==> src/rtl/out_fifo_arbiter.sv <==
// out_fifo_arbiter: packet-level round-robin arbiter feeding the FT2232 output FIFO write port
module out_fifo_arbiter #(
  parameter int NUM_REQ = 2,
  parameter int TIMEOUT_CLKS = 255
) (
  input  logic                 clk_i,
  input  logic                 reset_i,
  input  logic [NUM_REQ-1:0]   req_valid_i,
  input  logic [8*NUM_REQ-1:0] req_data_i,
  input  logic [NUM_REQ-1:0]   req_last_i,
  output logic [NUM_REQ-1:0]   req_ready_o,
  output logic                 wr_out_fifo_en_o,
  output logic [7:0]           wr_out_fifo_data_o,
  input  logic                 wr_out_fifo_full_i,
  input  logic                 wr_out_fifo_afull_i,
  output logic [NUM_REQ-1:0]   grant_o,
  output logic                 busy_o,
  output logic                 timeout_err_o
);
  localparam int IW = (NUM_REQ > 2) ? 2 : 1;
  typedef enum logic {IDLE, XFER} state_t;
  state_t state;
  logic [IW-1:0] last_grant, gidx, pick;
  logic [7:0] stall_cnt;
  logic blocked, abort, hs, hs_last;
  always_comb begin
    pick = last_grant;
    for (int i = NUM_REQ; i >= 1; i--)
      if (req_valid_i[IW'((int'(last_grant) + i) % NUM_REQ)]) pick = IW'((int'(last_grant) + i) % NUM_REQ);
  end
  assign blocked = wr_out_fifo_afull_i | wr_out_fifo_full_i;
  assign abort = (state == XFER) && (stall_cnt == 8'(TIMEOUT_CLKS));
  assign req_ready_o = (state == XFER && !blocked && !abort) ? (grant_o & req_valid_i) : '0;
  assign hs = |req_ready_o;
  assign hs_last = |(req_ready_o & req_last_i);
  always_ff @(posedge clk_i) begin
    if (reset_i) begin
      state <= IDLE;
      grant_o <= '0;
      busy_o <= 1'b0;
      wr_out_fifo_en_o <= 1'b0;
      wr_out_fifo_data_o <= 8'h00;
      timeout_err_o <= 1'b0;
      stall_cnt <= 8'd0;
      last_grant <= IW'(NUM_REQ - 1);
      gidx <= '0;
    end else begin
      wr_out_fifo_en_o <= hs;
      timeout_err_o <= abort;
      if (hs) wr_out_fifo_data_o <= req_data_i[8*gidx +: 8];
      if (state == IDLE) begin
        stall_cnt <= 8'd0;
        if (|req_valid_i && !wr_out_fifo_afull_i) begin
          state <= XFER;
          busy_o <= 1'b1;
          gidx <= pick;
          grant_o <= '0;
          grant_o[pick] <= 1'b1;
        end
      end else if (abort || hs_last) begin
        state <= IDLE;
        busy_o <= 1'b0;
        grant_o <= '0;
        last_grant <= gidx;
        stall_cnt <= 8'd0;
      end else if (hs) begin
        stall_cnt <= 8'd0;
      end else if (!req_valid_i[gidx] && !blocked && stall_cnt != 8'hff) begin
        stall_cnt <= stall_cnt + 8'd1;
      end
    end
  end
endmodule

==> config.mk <==
export PLATFORM = sky130hd
export DESIGN_NAME = out_fifo_arbiter
export DESIGN_NICKNAME = d
export VERILOG_FILES = /design/src/rtl/out_fifo_arbiter.sv
export SDC_FILE = /design/constraint.sdc
export NUM_CORES = 1
export LEC_CHECK = 0
export ABC_AREA = 1
export CAP_MARGIN = 20
export CORE_ASPECT_RATIO = 0.6
export CORE_MARGIN = 2
export CORE_UTILIZATION = 40
export CTS_CLUSTER_DIAMETER = 150
export CTS_CLUSTER_SIZE = 20
export DETAILED_ROUTE_END_ITERATION = 12
export PLACE_DENSITY = 0.76
export SETUP_SLACK_MARGIN = 0.02
export SLEW_MARGIN = 10
export SYNTH_ARGS = -nofsm -noshare
export SYNTH_HDL_FRONTEND = slang
export SYNTH_SLANG_ARGS = --single-unit
==> constraint.sdc <==
create_clock -name clk_i -period 2.13 [get_ports clk_i]
set_input_delay 0.213 -clock clk_i [delete_from_list [all_inputs] [get_ports clk_i]]
set_output_delay 0.213 -clock clk_i [all_outputs]
set_load 0.02 [all_outputs]
# --- Word-level counts from Yosys, hierarchy flattened ---
# Index checks and enable logic that the tools add are counted.
word_totals:
  reg_bits: 24
  in_bits: 24
  out_inout_bits: 15
op_classes:
  n_addsub: 3
  order_cmp: 5
  eq_ne: 3
  n_shift: 1
  n_mux: 20
  bitwise: 4
  reduce_logical: 20
op_table:
  columns: ["op", "count"]
  rows:
  - ["$shiftx 16x5->8", 1]
  - ["$mux 1", 15]
  - ["$add 8x1->8 const B", 1]
  - ["$eq 8x8->1 const B", 1]
  - ["$mux 2", 4]
  - ["$ne 8x8->1 const B", 1]
  - ["$logic_and 1x1->1", 7]
  - ["$lt 1x3->1 const B", 2]
  - ["$reduce_and 2->1", 3]
  - ["$reduce_or 2->1", 3]
  - ["$reduce_or 5->1", 1]
  - ["$and 2x2->2", 2]
  - ["$logic_not 1->1", 4]
  - ["$lt 1x2->1 const B", 2]
  - ["$add 1x1->1 const B", 2]
  - ["$ne 2x1->1 const B", 1]
  - ["$reduce_bool 2->1", 1]
  - ["$demux 1 s1", 1]
  - ["$ge 1x1->1 const B", 1]
  - ["$logic_or 1x1->1", 1]
  - ["$not 1->1", 1]
  - ["$or 1x1->1", 1]

# --- Longest topological paths before layout ---
logic_depth:
  ltp_word: 12
  depth_mapped: 11
  ltp_nobuf: 11

# --- Worst setup path before layout ---
# Ideal clock, no wire load.
synth_path:
  path_type: "register to register"
  from: "register stall_cnt[1]"
  to: "register grant_o[0]"
  t_arrival_ns: 1.266
  path_slack_ns: 0.746
  path_stages_with_launch: 9
  n_path_buf: 0
  synth_period_minus_slack_ns: 1.384
  path_cell_list: "dfxtp_1 -> ha_1 -> inv_1 -> nor2_2 -> nand2_2 -> nor2_1 -> inv_1 -> nand4_1 -> a21oi_1"
synth_via:
  elab_chain_len: 10
synth_lines:
  columns: ["item", "line", "source"]
  rows:
  - ["start: declaration", "24", "logic [7:0] stall_cnt;"]
  - ["start signal: assignment", "69", "stall_cnt <= stall_cnt + 8'd1;"]
  - ["$eq 8x8->1 *", "32", "assign abort = (state == XFER) && (stall_cnt == 8'(TIMEOUT_CLKS));"]
  - ["$logic_and 1x1->1 *", "32", null]
  - ["$logic_not 1->1", "33", "assign req_ready_o = (state == XFER && !blocked && !abort) ? (grant_o & req_valid_i) : '0;"]
  - ["$logic_and 1x1->1", "33", null]
  - ["$mux 2", "33", null]
  - ["$and 2x2->2", "35", "assign hs_last = |(req_ready_o & req_last_i);"]
  - ["$reduce_or 2->1", "35", null]
  - ["$logic_or 1x1->1 *", "60", "end else if (abort || hs_last) begin"]
  - ["$ne 2x1->1 (no source line) *", null, null]
  - ["$reduce_and 2->1 (no source line) *", null, null]
  - ["end signal: assignment", "39", "grant_o <= '0;"]
  - ["end signal: indexed assignment", "58", "grant_o[pick] <= 1'b1;"]
  - ["end signal: assignment", "63", "grant_o <= '0;"]
  - ["end: declaration", "16", "output logic [NUM_REQ-1:0] grant_o,"]
# Mark *: on every way between the ends. The rest lies on a longest branch, timed or not.
# A chain may end at the register's enable or synchronous reset.

# --- Final worst setup path ---
layout_path:
  from: "register stall_cnt[1]"
  to: "output port req_ready_o[1]"
layout_via:
  elab_chain_len: 5
layout_lines:
  columns: ["item", "line", "source"]
  rows:
  - ["$eq 8x8->1", "32", null]
  - ["$logic_and 1x1->1", "32", null]
  - ["$logic_not 1->1", "33", null]
  - ["$logic_and 1x1->1", "33", null]
  - ["$mux 2", "33", null]
  - ["end: declaration", "11", "output logic [NUM_REQ-1:0] req_ready_o,"]
# Every way passes these cells.

==> results.py <==
metrics = {
    "synthesis": {
        "synth_compound_area_share_pct": 6.342,
        "ys_warn_count": 0,
        "synthAdderAreaFrac_pct": 1.057,
        "synth_top_family_by_area": "simple AND/OR/NAND/NOR gates",
        "yosysSeqAreaShare_pct": 40.59,
        "ys_types": 21,
        "synth-xor-area-share_pct": 5.180,
        "muxShareOfSynthArea_pct": 6.765,
        "syn-num-nets": 189,
        "syn-cell-area_um2": 1184,
        "syn_avg_cell_area_um2": 7.217,
        "syn-instance-count": 164,
        "synthSimpleGateAreaFrac_pct": 30.87,
        "ys_ff_latch": 24,
    },
    "sta": {
        "rsz0062_at_grt": "no",
        "setup_viol": 0,
        "fin_crit_sh_pct": 78.51,
        "setup_tns_ns": 0,
        "post-route-min-period_ns": 1.672,
        "hold_slack_ns": 0.4867,
        "clock.fmax_ghz": 0.5980,
        "setup_ws_ns": 0.4577,
        "hold_violations": 0,
        "clock_skew_ns": 0.002036,
        "slew_headroom_pct": 77.73,
        "final_max_slew_viol_count": 0,
        "worst_slew_pin_slew_ns": 0.3314,
    },
    "place": {
        "place_ws_ns": 0.1867,
        "port_buffers": 38,
        "dp_hpwl_um": 2075,
        "place.gp.congestion": 0.8592,
    },
    "worst_hold_path": {
        "hp-start": "wr_out_fifo_data_o[7]",
        "min_to": "wr_out_fifo_data_o[7]",
        "min_path_type": "reg2reg",
        "hold_depth": 2,
    },
    "critical_path": {
        "crit_required_ns": 1.92,
        "cp_common_cell": "inv_1",
        "reg2reg_slack_ns": 0.54,
        "worstPathCellList": "ha_1 > inv_1 > nor2_2 > nand2_2 > nand3_1 > inv_1 > dlymetal6s2s_1",
        "r2r-end": "stall_cnt[5]",
        "startpoint": "stall_cnt[1]",
        "crit_buf_inv": 3,
        "path_delay_family": "simple AND/OR/NAND/NOR gates",
        "arrival_ns": 1.46,
        "crit_type": "reg2out",
        "rr_worst_depth": 9,
        "max_stage_delay_ns": 0.37,
        "crit_fanout": 6,
        "crit_path_start_kind": "register",
        "r2r_start": "stall_cnt[1]",
        "slowest_stage": "dfxtp_1",
        "cp-end-kind": "output pin",
    },
    "layout": {
        "diodes": 0,
        "syn_to_final_growth_pct": 42.71,
        "nets": 231,
        "finish.utilization_pct": 59.21,
        "multi_input_area_um2": 594.3,
        "drive_gt1_share_pct": 5.854,
        "nFillCells": 281,
        "seq_area_um2": 480.5,
    },
    "drt": {
        "routed_wl_um": 2646,
        "drt-initial-drc-count": 48,
        "detail-route-antenna-nets": 0,
        "wire_per_inst_um": 10.71,
        "drc": 0,
        "dr_total_vias": 1113,
        "drt-vias-per-instance": 4.506,
        "first_pass_iters": 4,
    },
    "die": {
        "fp.dieArea_um2": 3424,
        "fp-row-count": 15,
        "io_pins": 39,
        "initial_utilization_pct": 41.49,
        "core_area_um2": 2853,
        "die_w_um": 74.23,
        "die_h_um": 46.14,
    },
    "clocking": {
        "htreeDepth": 1,
        "worstSkewPairLatency_ns": 0.26,
        "clock-sinks": 24,
        "cts-root-buf": "clkbuf_8",
        "clk_pin_slew_ns": 0.09,
        "tritoncts": "built",
        "cts-buffers-inserted": 3,
        "clk_path_buf_depth": 2,
    },
    "global_route": {
        "grt_max_degree": 15,
        "grt_pass1_vias": 994,
        "grt_pass1_wl_um": 4429,
        "antenna_found_initial": 0,
        "grtUsageTotal_pct": 17.75,
        "grt_overflow_total": 0,
    },
    "pwr": {
        "finalPower_uw": 988.8,
        "power_density_nw_per_um2": 585.4,
        "max-vdd-ir-drop_uv": 333.3,
        "power_leakage_nw": 0.7324,
    },
    "outcome": {
        "status": "complete, no violations",
    },
    "job": {
        "cap_viol_max_count": 0,
    },
}
worst reg2reg max path, cell delays in order (launching register included):
cell and delay, ns:
dfxtp_1 0.37, ha_1 0.15, inv_1 0.06, nor2_2 0.16, nand2_2 0.12, nand4_1 0.22
nand2_2 0.12, nor2_4 0.13, nand2_4 0.10, nor2_1 0.11
stage by stage:
stage / instances / instance area [um^2]
2_1_floorplan: 164 / 1184
3_3_place_gp: 243 / 1613
3_5_place_dp: 243 / 1613
4_1_cts: 247 / 1684
5_1_grt: 247 / 1689
6_report: 247 / 1689
routing by layer:
metal  GRT usage (%)  vias to the layer above  routed length [um]
met5               0                        -                   0
met2           24.64                       45                 963
met3           8.315                        0                 290
li1                -                      598                   -
met4           2.143                        0                   0
met1           25.70                      470                1392
flip-flops by register name, summed over array words and instances, names as in the netlist:
name	flops
busy_o	1
grant_o	2
state	1
wr_out_fifo_en_o	1
last_grant	1
gidx	1
stall_cnt	8
wr_out_fifo_data_o	8
timeout_err_o	1
cell type report:
cell class,instances,share of cell area [%]
timing repair buffer,39,23.26
tap,42,3.111
clock inverter,1,1.778
inverter,26,5.778
sequential,24,28.44
multi-input combinational,112,35.19
clock buffer,3,2.444
report_power, final:
part	switching, mW	leakage, nW	internal [mW]	total [mW]
logic	0.0565	0.502	0.0708	0.127
clock network	0.145	0.0357	0.251	0.396
registers	0.00819	0.194	0.458	0.466
total	0.209	0.732	0.779	0.989
cell usage after synthesis:
library cell	instances	area, um^2
a21oi_1	5	25.02
buf_4	1	7.510
clkbuf_1	1	3.750
dfxtp_1	24	480.5
ha_1	1	12.51
inv_1	25	93.84
inv_2	1	3.750
mux2i_1	8	80.08
nand2_1	35	131.4
nand2_2	3	18.77
nand2_4	1	11.26
nand3_1	11	55.05
nand3b_1	1	7.510
nand4_1	6	37.54
nor2_1	19	71.32
nor2_2	1	6.260
nor2_4	1	11.26
nor3_1	3	15.01
o21ai_0	10	50.05
xnor2_1	1	8.760
xor2_1	6	52.55
cell usage in the layout (no fill, tap or decap), drive strengths merged, types with 2 or more instances in the layout:
cell,synthesis,final
a21oi,5,5
dfxtp,24,24
o21ai,10,10
inv,26,26
nor3,3,3
nor2,21,21
xor2,6,6
nand3,11,11
dlymetal6s2s,0,2
nand2,39,39
mux2i,8,8
nand4,6,6
clkdlybuf4s50,0,36
clkbuf,1,3
kinds of logic (layout without fill, tap and decap cells):
group / after synthesis / after routing
buffers and inverters: 28 / 69
and+or+nand+nor: 81 / 81
muxes: 8 / 8
AOI/OAI and AO/OA: 15 / 15
adders and majority gates: 1 / 1
DFF: 24 / 24
xor gates and xnor gates: 7 / 7
worst max-delay path by stage:
stage	end	slack [ns]	depth (start not counted)
floorplan	grant_o[0]	0.75	8
global placement	req_ready_o[1]	0.20	7
detailed placement	req_ready_o[1]	0.19	7
CTS	req_ready_o[1]	0.09	7
global route	req_ready_o[0]	0.35	7
finish	req_ready_o[1]	0.46	7
timing repair:
action	in CTS	in global routing
resized for setup	0	2
buffers inserted	0	0
hold buffers	0	0
endpoints found under the setup margin	0	2
(Power assumes the default switching activity.)
